==> src/rtl/cp0_intc_pkg.sv <==
// Shared CP0 register map and SR/Cause field positions, used by cp0_intc and
// the datapath mtc0/mfc0 decoder so both agree on indices and bit layout.
package cp0_intc_pkg;

  localparam logic [4:0] REG_SR    = 5'd12;
  localparam logic [4:0] REG_CAUSE = 5'd13;
  localparam logic [4:0] REG_EPC   = 5'd14;
  localparam logic [4:0] REG_PRID  = 5'd15;

  // SR.IM and Cause.IP share the same bit window
  localparam int IM_LO   = 10;
  localparam int IP_LO   = 10;
  localparam int EXL_BIT = 1;
  localparam int IE_BIT  = 0;

  localparam int EPC_W = 30;

endpackage

==> src/rtl/cp0_intc.sv <==
// CP0 interrupt controller: SR, Cause, EPC and PRID registers, level interrupt
// request generation and EXL/EPC handling for interrupt entry and eret.
module cp0_intc
  import cp0_intc_pkg::*;
#(
  parameter logic [31:0] PRID     = 32'h0000_0001,
  parameter int          HW_LINES = 6
) (
  input  logic                clk,
  input  logic                reset,
  input  logic [4:0]          A1,
  input  logic [4:0]          A2,
  input  logic [31:0]         Din,
  input  logic                WE,
  input  logic [29:0]         PC,
  input  logic [HW_LINES-1:0] HWInt,
  input  logic                EXLSet,
  input  logic                EXLClr,
  output logic                IntReq,
  output logic [29:0]         EPC,
  output logic [31:0]         Dout
);

  logic [HW_LINES-1:0] im;
  logic [HW_LINES-1:0] ip;
  logic                exl;
  logic                ie;
  logic [EPC_W-1:0]    epc_q;

  logic we_sr;
  logic we_epc;

  assign we_sr  = WE && (A2 == REG_SR);
  assign we_epc = WE && (A2 == REG_EPC);

  // EXLSet beats EXLClr, and both beat software writes to EXL/EPC;
  // IM/IE writes are never blocked by interrupt entry or eret.
  always_ff @(posedge clk) begin
    if (!reset) begin
      im    <= '0;
      ie    <= 1'b0;
      exl   <= 1'b0;
      ip    <= '0;
      epc_q <= '0;
    end else begin
      ip <= HWInt;
      if (we_sr) begin
        im <= Din[IM_LO +: HW_LINES];
        ie <= Din[IE_BIT];
      end
      if (EXLSet) begin
        exl   <= 1'b1;
        epc_q <= PC;
      end else begin
        if (EXLClr) begin
          exl <= 1'b0;
        end else if (we_sr) begin
          exl <= Din[EXL_BIT];
        end
        if (we_epc) begin
          epc_q <= Din[31:2];
        end
      end
    end
  end

  assign IntReq = (|(HWInt & im)) & ie & ~exl;
  assign EPC    = epc_q;

  always_comb begin
    Dout = 32'h0;
    case (A1)
      REG_SR: begin
        Dout[IM_LO +: HW_LINES] = im;
        Dout[EXL_BIT]           = exl;
        Dout[IE_BIT]            = ie;
      end
      REG_CAUSE: Dout[IP_LO +: HW_LINES] = ip;
      REG_EPC:   Dout = {epc_q, 2'b00};
      REG_PRID:  Dout = PRID;
      default:   Dout = 32'h0;
    endcase
  end

endmodule
==> config.mk <==
export PLATFORM = sky130hd
export DESIGN_NAME = cp0_intc
export DESIGN_NICKNAME = d
export VERILOG_FILES = /design/src/rtl/cp0_intc_pkg.sv /design/src/rtl/cp0_intc.sv
export SDC_FILE = /design/constraint.sdc
export NUM_CORES = 1
export LEC_CHECK = 0
export CORE_MARGIN = 5
export CORE_UTILIZATION = 30
export DETAILED_ROUTE_END_ITERATION = 8
export GPL_ROUTABILITY_DRIVEN = 0
export HOLD_SLACK_MARGIN = 0.05
export PLACE_DENSITY_LB_ADDON = 0.3
export SKIP_CTS_REPAIR_TIMING = 1
export SLEW_MARGIN = 40
export SYNTH_ARGS = -nofsm -noshare
export SYNTH_HDL_FRONTEND = slang
export SYNTH_SLANG_ARGS = --single-unit
==> constraint.sdc <==
create_clock -name clk -period 2.8 [get_ports clk]
set_clock_uncertainty 0.1 [all_clocks]
set_input_delay 0.28 -clock clk [delete_from_list [all_inputs] [get_ports clk]]
set_output_delay 0.28 -clock clk [all_outputs]
set_load 0.005 [all_outputs]
Word-level counts from Yosys, hierarchy flattened
Index checks and enable logic that the tools add are counted.
{"block": "totals", "register_bits": 44, "in_bits": 83, "out_inout_bits": 63, "elab_cells": 29}
{"block": "classes", "eq_ne": 6, "muxes": 9, "bitwise": 4, "reduce_logical": 5}
{"op": "2-to-1 mux 30 bit", "count": 2}
{"op": "equality test 5 x 4 -> 1 bit, second input constant", "count": 6}
{"op": "case mux 6 bit (3 select lines)", "count": 1}
{"op": "2-to-1 mux 16 bit", "count": 1}
{"op": "2-to-1 mux 8 bit", "count": 1}
{"op": "AND 6 bit", "count": 1}
{"op": "OR reduction 6 bit", "count": 1}
{"op": "case mux 2 bit (2 select lines)", "count": 1}
{"op": "2-to-1 mux 1 bit", "count": 3}
{"op": "nonzero test 3 bit", "count": 1}
{"op": "AND 1 bit", "count": 2}
{"op": "logical AND 1 bit", "count": 2}
{"op": "nonzero test 2 bit", "count": 1}
{"op": "NOT 1 bit", "count": 1}

Longest topological paths before layout
Gate-level depths: netlist of run 1.
{"block": "logic_depth", "depth_word": 5, "mapped_depth": 5, "ltp_nobuf": 3}

Worst setup path after synthesis of run 1
Ideal clock, no wire load.
{"block": "synth_timing", "path_kind": "input to output", "from": "input port A1[4]", "to": "output port Dout[18]", "t_arrival_ns": 1.081, "required_ns": 2.420, "setup_slack_ns": 1.339, "stages": 4, "n_path_buf": 1, "cell_sequence": "nand3b_2 -> and2b_4 -> buf_6 -> and2_1"}
{"block": "synth_between", "elab_chain_len": 2}
{"element": "from (decl)", "line": "cp0_intc.sv:11", "text": "input logic [4:0] A1,"}
{"element": "equality test 5 x 4 -> 1 bit", "line": "cp0_intc.sv:72", "text": "case (A1)"}
{"element": "2-to-1 mux 16 bit", "line": "cp0_intc.sv:72"}
{"element": "to (decl)", "line": "cp0_intc.sv:21", "text": "output logic [31:0] Dout"}
No other way between the ends.

Final worst setup path of run 1
{"block": "layout_timing", "from": "input port A1[0]", "to": "output port Dout[23]"}
Same word-level chain as after synthesis.

==> Flow_metrics.wiki, run 1 <==
{| class="wikitable"
! Metric !! Value
|-
| Sum of negative setup slack || 0 ns
|-
| CTS tree || built
|-
| GR Util met2 || 29.0%
|-
| GR Util All Layers || 16.4%
|-
| Total power || 1400 µW
|-
| Number of instances in the synthesized netlist || 288
|-
| Post-route antenna net violation count || 0
|-
| Detailed placement HPWL || 6.27 mm
|-
| Flip-flop and latch area || 881 µm²
|-
| Placement-stage cell area || 3930 µm²
|-
| Area of combinational cells with multiple inputs || 1400 µm²
|-
| Diodes inserted || 0
|-
| Largest stage delay on the critical path || 0.56 ns
|-
| Total overflow reported by the global router || 0
|-
| Global-route wire length before repair || 13.4 mm
|-
| Slew Limit Headroom || 55.9%
|-
| Pin slew with the least headroom to its limit || 0.661 ns
|-
| Residual DRC || 0
|-
| Port buffer count || 145
|-
| Final critical-path share of the clock period || 87.8%
|-
| Vias post-DR || 2636
|-
| Worst Path Arrival || 2.08 ns
|-
| Reg-to-reg critical path startpoint || EPC[5]$_SDFFE_PN0P_
|-
| Hold Fails Final Rpt || 0
|-
| Sequential share of the synthesized area || 35.7%
|-
| Clock input transition at the sequential cells of the worst setup and hold paths || 0.08 ns
|-
| Crit end category || primary output
|-
| Clk_lat worst skew || 0.28 ns
|-
| Via count of the first global-routing pass || 2652
|-
| Highest-count cells in the layout ignoring fill and taps || sky130_fd_sc_hd__clkdlybuf4s50_1 (144), sky130_fd_sc_hd__dfxtp_1 (44), sky130_fd_sc_hd__nor2_1 (37), sky130_fd_sc_hd__o21ai_0 (37), sky130_fd_sc_hd__and2_1 (30)
|-
| Maximum number of pins on one net before global-route repair || 62
|-
| Routed wirelength normalized by instance count || 16.3 µm
|-
| Total of flip-flops plus latches after synthesis || 44
|-
| Final setup viols || 0
|-
| EDFF count, synth || 0
|-
| Number of fill cells || 792
|-
| RSZ-0062 raised after global routing || no
|-
| Met1 routing resource usage after global routing || 19.9%
|-
| Most common cell after layout, fill and taps aside || sky130_fd_sc_hd__clkdlybuf4s50_1
|-
| Mean post-synth cell area || 8.57 µm²
|-
| Syn Std Cell Area || 2470 µm²
|-
| Number of vias per cell after detailed routing || 5.05
|-
| Syn_nets || 371
|-
| Number of buffers on the longest clock path || 2
|-
| Cell at the root of the clock tree || sky130_fd_sc_hd__clkbuf_8
|-
| Critical Path RT || 2.42 ns
|-
| Run status || finished clean
|-
| Number of max-capacitance violations reported || 0
|-
| Worst min-delay path startpoint || ie$_SDFFE_PN0P_
|-
| Aggregate routed wire length || 8.50 mm
|-
| Initial antenna violation count || 0
|-
| Starting density of the core || 30.3%
|-
| Startpoint class of the critical path || input pin
|-
| Fmax achieved || 407 MHz
|-
| Horiz. Die Dim || 101 µm
|-
| Core outline area || 8130 µm²
|-
| HP Class || reg -> reg
|-
| Total power per unit cell area || 350 nW/µm²
|-
| Cell variety after synth || 33
|-
| Classification of the worst setup path || in -> out
|-
| Final std cell area, no fill || 4010 µm²
|-
| Slowest cell on the critical path || sky130_fd_sc_hd__clkdlybuf4s50_1
|-
| Overall die height || 101 µm
|-
| Area delta synth->final || 62.4%
|-
| Prevailing post-synth register cell || sky130_fd_sc_hd__dfxtp_1
|-
| Total clock sinks || 44
|-
| Crit path cell chain || clkdlybuf4s50_1 -> nor2b_4 -> and2b_4 -> and2_1 -> clkdlybuf4s50_1
|-
| Highest-utilization routing layer at the global route stage || met2
|-
| TritonCTS buffer count || 5
|-
| Leak || 0.00137 µW
|-
| Nets || 500
|-
| Layout cells sized above 1 || 9.59%
|-
| Worst VDD drop || 0.000187 V
|-
| Launch point of the worst path || A1[0]
|-
| Num rows || 33
|-
| Pre-Repair DR Iteration Count || 4
|-
| Grt met3 use || 3.74%
|-
| Fraction of registers with async set/reset || 0%
|-
| Time the final worst path needs with I/O delays and setup || 2.46 ns
|-
| Iteration-0 DRC Markers || 107
|-
| Area of the die || 10100 µm²
|-
| Num ports || 146
|-
| Total count of max-transition violations in the final report || 0
|-
| Synthesis Warnings || 0
|-
| Count of H-tree levels built during CTS || 2
|-
| Maximum fanout along the worst path || 24
|-
| Most frequent cell on the critical path || sky130_fd_sc_hd__clkdlybuf4s50_1
|}
## final timing paths
check	to	slack [ns]	cells after the start
setup / recovery	Dout[23]	0.34	5
hold / removal	ie$_SDFFE_PN0P_	0.39	2
setup reg to reg	EPC[5]$_SDFFE_PN0P_	1.87	2
hold reg to reg	ie$_SDFFE_PN0P_	0.39	2
## synth_stat cells (2+ instances only)
master	n	area share, %
sky130_fd_sc_hd__a211oi_1	20	6.1
sky130_fd_sc_hd__a2bb2oi_1	6	2.1
sky130_fd_sc_hd__mux2i_1	6	2.4
sky130_fd_sc_hd__nand3_1	8	1.6
sky130_fd_sc_hd__a21boi_0	7	2.1
sky130_fd_sc_hd__a22oi_1	3	0.91
sky130_fd_sc_hd__buf_4	3	0.91
sky130_fd_sc_hd__buf_2	9	1.8
sky130_fd_sc_hd__nor4_2	10	5.1
sky130_fd_sc_hd__a211oi_2	10	5.1
sky130_fd_sc_hd__o21ai_0	37	7.5
sky130_fd_sc_hd__clkbuf_1	14	2.1
sky130_fd_sc_hd__inv_1	3	0.46
sky130_fd_sc_hd__nand2_1	2	0.30
sky130_fd_sc_hd__buf_6	5	2.3
sky130_fd_sc_hd__dfxtp_1	44	36
sky130_fd_sc_hd__nor2_1	37	5.6
sky130_fd_sc_hd__and2_1	30	7.6
sky130_fd_sc_hd__nor4_1	20	5.1
## power breakdown
| group | internal [µW] | switching, µW | total [µW] | leakage (µW) |
|---|---|---|---|---|
| combinational | 206 | 127 | 333 | 0.000963 |
| clock | 170 | 207 | 377 | 0.0000410 |
| sequential | 663 | 27.6 | 691 | 0.000364 |
| total | 1040 | 362 | 1400 | 0.00137 |
## per-stage QoR
| step | utilization, % | setup WS, ns | std cells | hold WS (ns) |
|---|---|---|---|---|
| 3_3_place_gp | 48.3 | 0.373 | 515 | 0.369 |
| 5_1_grt | 49.3 | 0.185 | 522 | 0.431 |
| 4_1_cts | 49.3 | 0.318 | 522 | 0.396 |
| 2_1_floorplan | - | 1.34 | 288 | 0.302 |
| 6_report | 49.3 | 0.342 | 522 | 0.393 |
| 3_5_place_dp | 48.3 | 0.313 | 515 | 0.383 |
## flip-flops by register name, indices dropped and copies added, names as in the netlist
signal  count
ie          1
ip          6
exl         1
EPC        30
im          6
## worst max-delay path: cells and delay by family
| kind | cells | cell delay, ns |
|---|---|---|
| buffers and inverters | 2 | 1.06 |
| and+or+nand+nor | 3 | 0.73 |
## cell type report
cell class | count | area share (%)
clock inverters | 1 | 0.125
flip-flops and latches | 44 | 22.0
multi-input cells | 210 | 34.9
clock buffers | 6 | 1.81
well taps | 105 | 3.28
repair buffers | 153 | 37.6
inverters | 3 | 0.281
## kinds of logic after synthesis
| logic type | share of synthesized area, % |
|---|---|
| AO/OA/AOI/OAI | 25.1 |
| buffers and inverters | 7.61 |
| flip-flops | 35.7 |
| multiplexers | 2.43 |
| AND/OR/NAND/NOR | 29.2 |
## metal layers
metal / routed length (µm) / vias to the layer above / part of all wire (%)
met1: 3620 / 1245 / 43
met4: 89 / 0 / 1.0
met3: 506 / 6 / 6.0
met2: 4280 / 77 / 50
li1: - / 1308 / -
met5: 0 / - / 0
No activity file was read; power rests on OpenSTA's default activity.
==> inputs of run 2 (changes only) <==
CELL_PAD_IN_SITES_DETAIL_PLACEMENT = 1   (was not set)
CELL_PAD_IN_SITES_GLOBAL_PLACEMENT = 1   (was not set)
CORE_UTILIZATION = 28   (was 30)
==> Flow_metrics.wiki, run 2 (same netlist as run 1, synthesis figures left out) <==
{| class="wikitable"
! Metric !! Value
|-
| Final setup viols || 0 (unchanged)
|-
| Aggregate routed wire length || 9.80 mm (+15%)
|-
| Time the final worst path needs with I/O delays and setup || 2.45 ns (-0.0123 ns)
|-
| Worst Path Arrival || 2.07 ns (about the same)
|-
| Slew Limit Headroom || 53.9% (-2.1 points)
|-
| Hold Fails Final Rpt || 0 (unchanged)
|-
| Vias post-DR || 2700 (+2.4%)
|-
| Diodes inserted || 0 (unchanged)
|-
| Via count of the first global-routing pass || 2868 (+8.1%)
|-
| Run status || finished clean
|-
| Most common cell after layout, fill and taps aside || sky130_fd_sc_hd__clkdlybuf4s50_1
|-
| Fmax achieved || 409 MHz (+0.50%)
|-
| Final core utilization || 46.8% (-2.4 points)
|-
| Critical Path RT || 2.42 ns (about the same)
|-
| TritonCTS buffer count || 5 (unchanged)
|-
| Clock input transition at the sequential cells of the worst setup and hold paths || 0.09 ns (about the same)
|-
| Area of the die || 10800 µm² (+6.4%)
|-
| Max FFs per register || 30 (unchanged)
|-
| Nets || 500 (unchanged)
|-
| Count of H-tree levels built during CTS || 2 (unchanged)
|-
| Pre-Repair DR Iteration Count || 4 (unchanged)
|-
| Clk_lat worst skew || 0.30 ns (+0.02 ns)
|-
| Maximum number of pins on one net before global-route repair || 62 (unchanged)
|-
| GR Util All Layers || 17.2% (+0.87 points)
|-
| Total overflow reported by the global router || 0 (unchanged)
|-
| Sum of negative setup slack || 0 ns (unchanged)
|-
| Number of max-capacitance violations reported || 0 (unchanged)
|-
| Post-route antenna net violation count || 0 (unchanged)
|-
| Initial antenna violation count || 0 (unchanged)
|-
| Total count of max-transition violations in the final report || 0 (unchanged)
|-
| Number of vias per cell after detailed routing || 5.13 (+1.6%)
|-
| Routed wirelength normalized by instance count || 18.6 µm (+14%)
|-
| Horiz. Die Dim || 104 µm (+3.2%)
|-
| Port buffer count || 145 (unchanged)
|-
| Startpoint class of the critical path || input pin
|-
| Global-route wire length before repair || 15.4 mm (+14%)
|-
| Total clock sinks || 44 (unchanged)
|-
| HP Class || reg -> reg
|-
| Total power per unit cell area || 380 nW/µm² (+8.7%)
|-
| RSZ-0062 raised after global routing || no
|-
| Detailed placement HPWL || 7.03 mm (+12%)
|-
| Crit end category || primary output
|-
| Num ports || 146 (unchanged)
|-
| Overall die height || 104 µm (+3.2%)
|-
| Residual DRC || 0 (unchanged)
|-
| Hold slack || 0.401 ns (+0.00740 ns)
|-
| Cell at the root of the clock tree || sky130_fd_sc_hd__clkbuf_8
|-
| Core outline area || 8640 µm² (+6.2%)
|-
| Layout cells sized above 1 || 10.0% (+0.46 points)
|-
| Iteration-0 DRC Markers || 80 (-25%)
|-
| Pin slew with the least headroom to its limit || 0.692 ns (+0.0308 ns)
|-
| CTS tree || built
|-
| Highest-count cells in the layout ignoring fill and taps || sky130_fd_sc_hd__clkdlybuf4s50_1 (144), sky130_fd_sc_hd__dfxtp_1 (44), sky130_fd_sc_hd__nor2_1 (37), sky130_fd_sc_hd__o21ai_0 (37), sky130_fd_sc_hd__and2_1 (30)
|-
| Number of buffers on the longest clock path || 2 (unchanged)
|-
| Maximum fanout along the worst path || 24 (unchanged)
|-
| Classification of the worst setup path || in -> out
|-
| Area delta synth->final || 63.9%
|-
| Final critical-path share of the clock period || 87.3% (-0.44 points)
|-
| Worst VDD drop || 0.000177 V (-5.1%)
|-
| Num rows || 34 (+3.0%)
|-
| Starting density of the core || 28.6% (-1.8 points)
|-
| Leak || 0.00138 µW (+0.96%)
|}
run 2: changes by cell type in the layout (fill, tap and decap cells not counted), sizes merged:
cell,previous run,this run
bufinv,0,1
clkbuf,6,5
clkinvlp,0,1
run 2: per-layer routing:
layer,up-vias,wire [µm],global-route usage [%],share of wire [%]
met3,8,672,5.71,6.9
met5,-,0,0,0
met1,1300,4250,21.0,43
met2,88,4750,29.2,49
met4,0,121,4.16,1.2
li1,1304,-,-,-
run 2: final cells by class:
class                           count  area [µm²]
Timing Repair Buffer              153        1510
Multi-Input combinational cell    210        1400
Fill cell                        1012        4590
Tap cell                          108         135
Clock inverter                      3        42.5
Sequential cell                    44         881
Clock buffer                        5        68.8
Inverter                            3        11.3
run 2: path summary, 6_finish.rpt:
kind / slack, ns / startpoint / depth (start not counted) / to
worst max-delay path: 0.35 / A1[1] / 5 / Dout[9]
worst min-delay path: 0.40 / ie$_SDFFE_PN0P_ / 2 / ie$_SDFFE_PN0P_
worst max register to register: 1.91 / EPC[29]$_SDFFE_PN0P_ / 2 / EPC[29]$_SDFFE_PN0P_
worst min register to register: 0.40 / ie$_SDFFE_PN0P_ / 2 / ie$_SDFFE_PN0P_
run 2: worst max-delay path, stage by stage:
cell                              delay (ns)
sky130_fd_sc_hd__clkdlybuf4s50_1        0.50
sky130_fd_sc_hd__nor2b_4                0.23
sky130_fd_sc_hd__and2b_4                0.35
sky130_fd_sc_hd__and2_1                 0.19
sky130_fd_sc_hd__clkdlybuf4s50_1        0.50
run 2: power breakdown:
| part | internal (µW) | switching (µW) | total, µW |
|---|---|---|---|
| clock network | 265 | 240 | 505 |
| logic | 206 | 134 | 340 |
| registers | 663 | 28.7 | 692 |
run 2: through the flow:
step | area (µm²) | instances | power (µW) | setup slack, ns
CTS | 4040 | 526 | 1550 | 0.321
finish | 4040 | 526 | 1540 | 0.355
global route | 4040 | 526 | 1610 | 0.244
floorplan | 2470 | 288 | 824 | 1.34
detailed placement | 3930 | 518 | 1050 | 0.330
global placement | 3930 | 518 | 1040 | 0.396
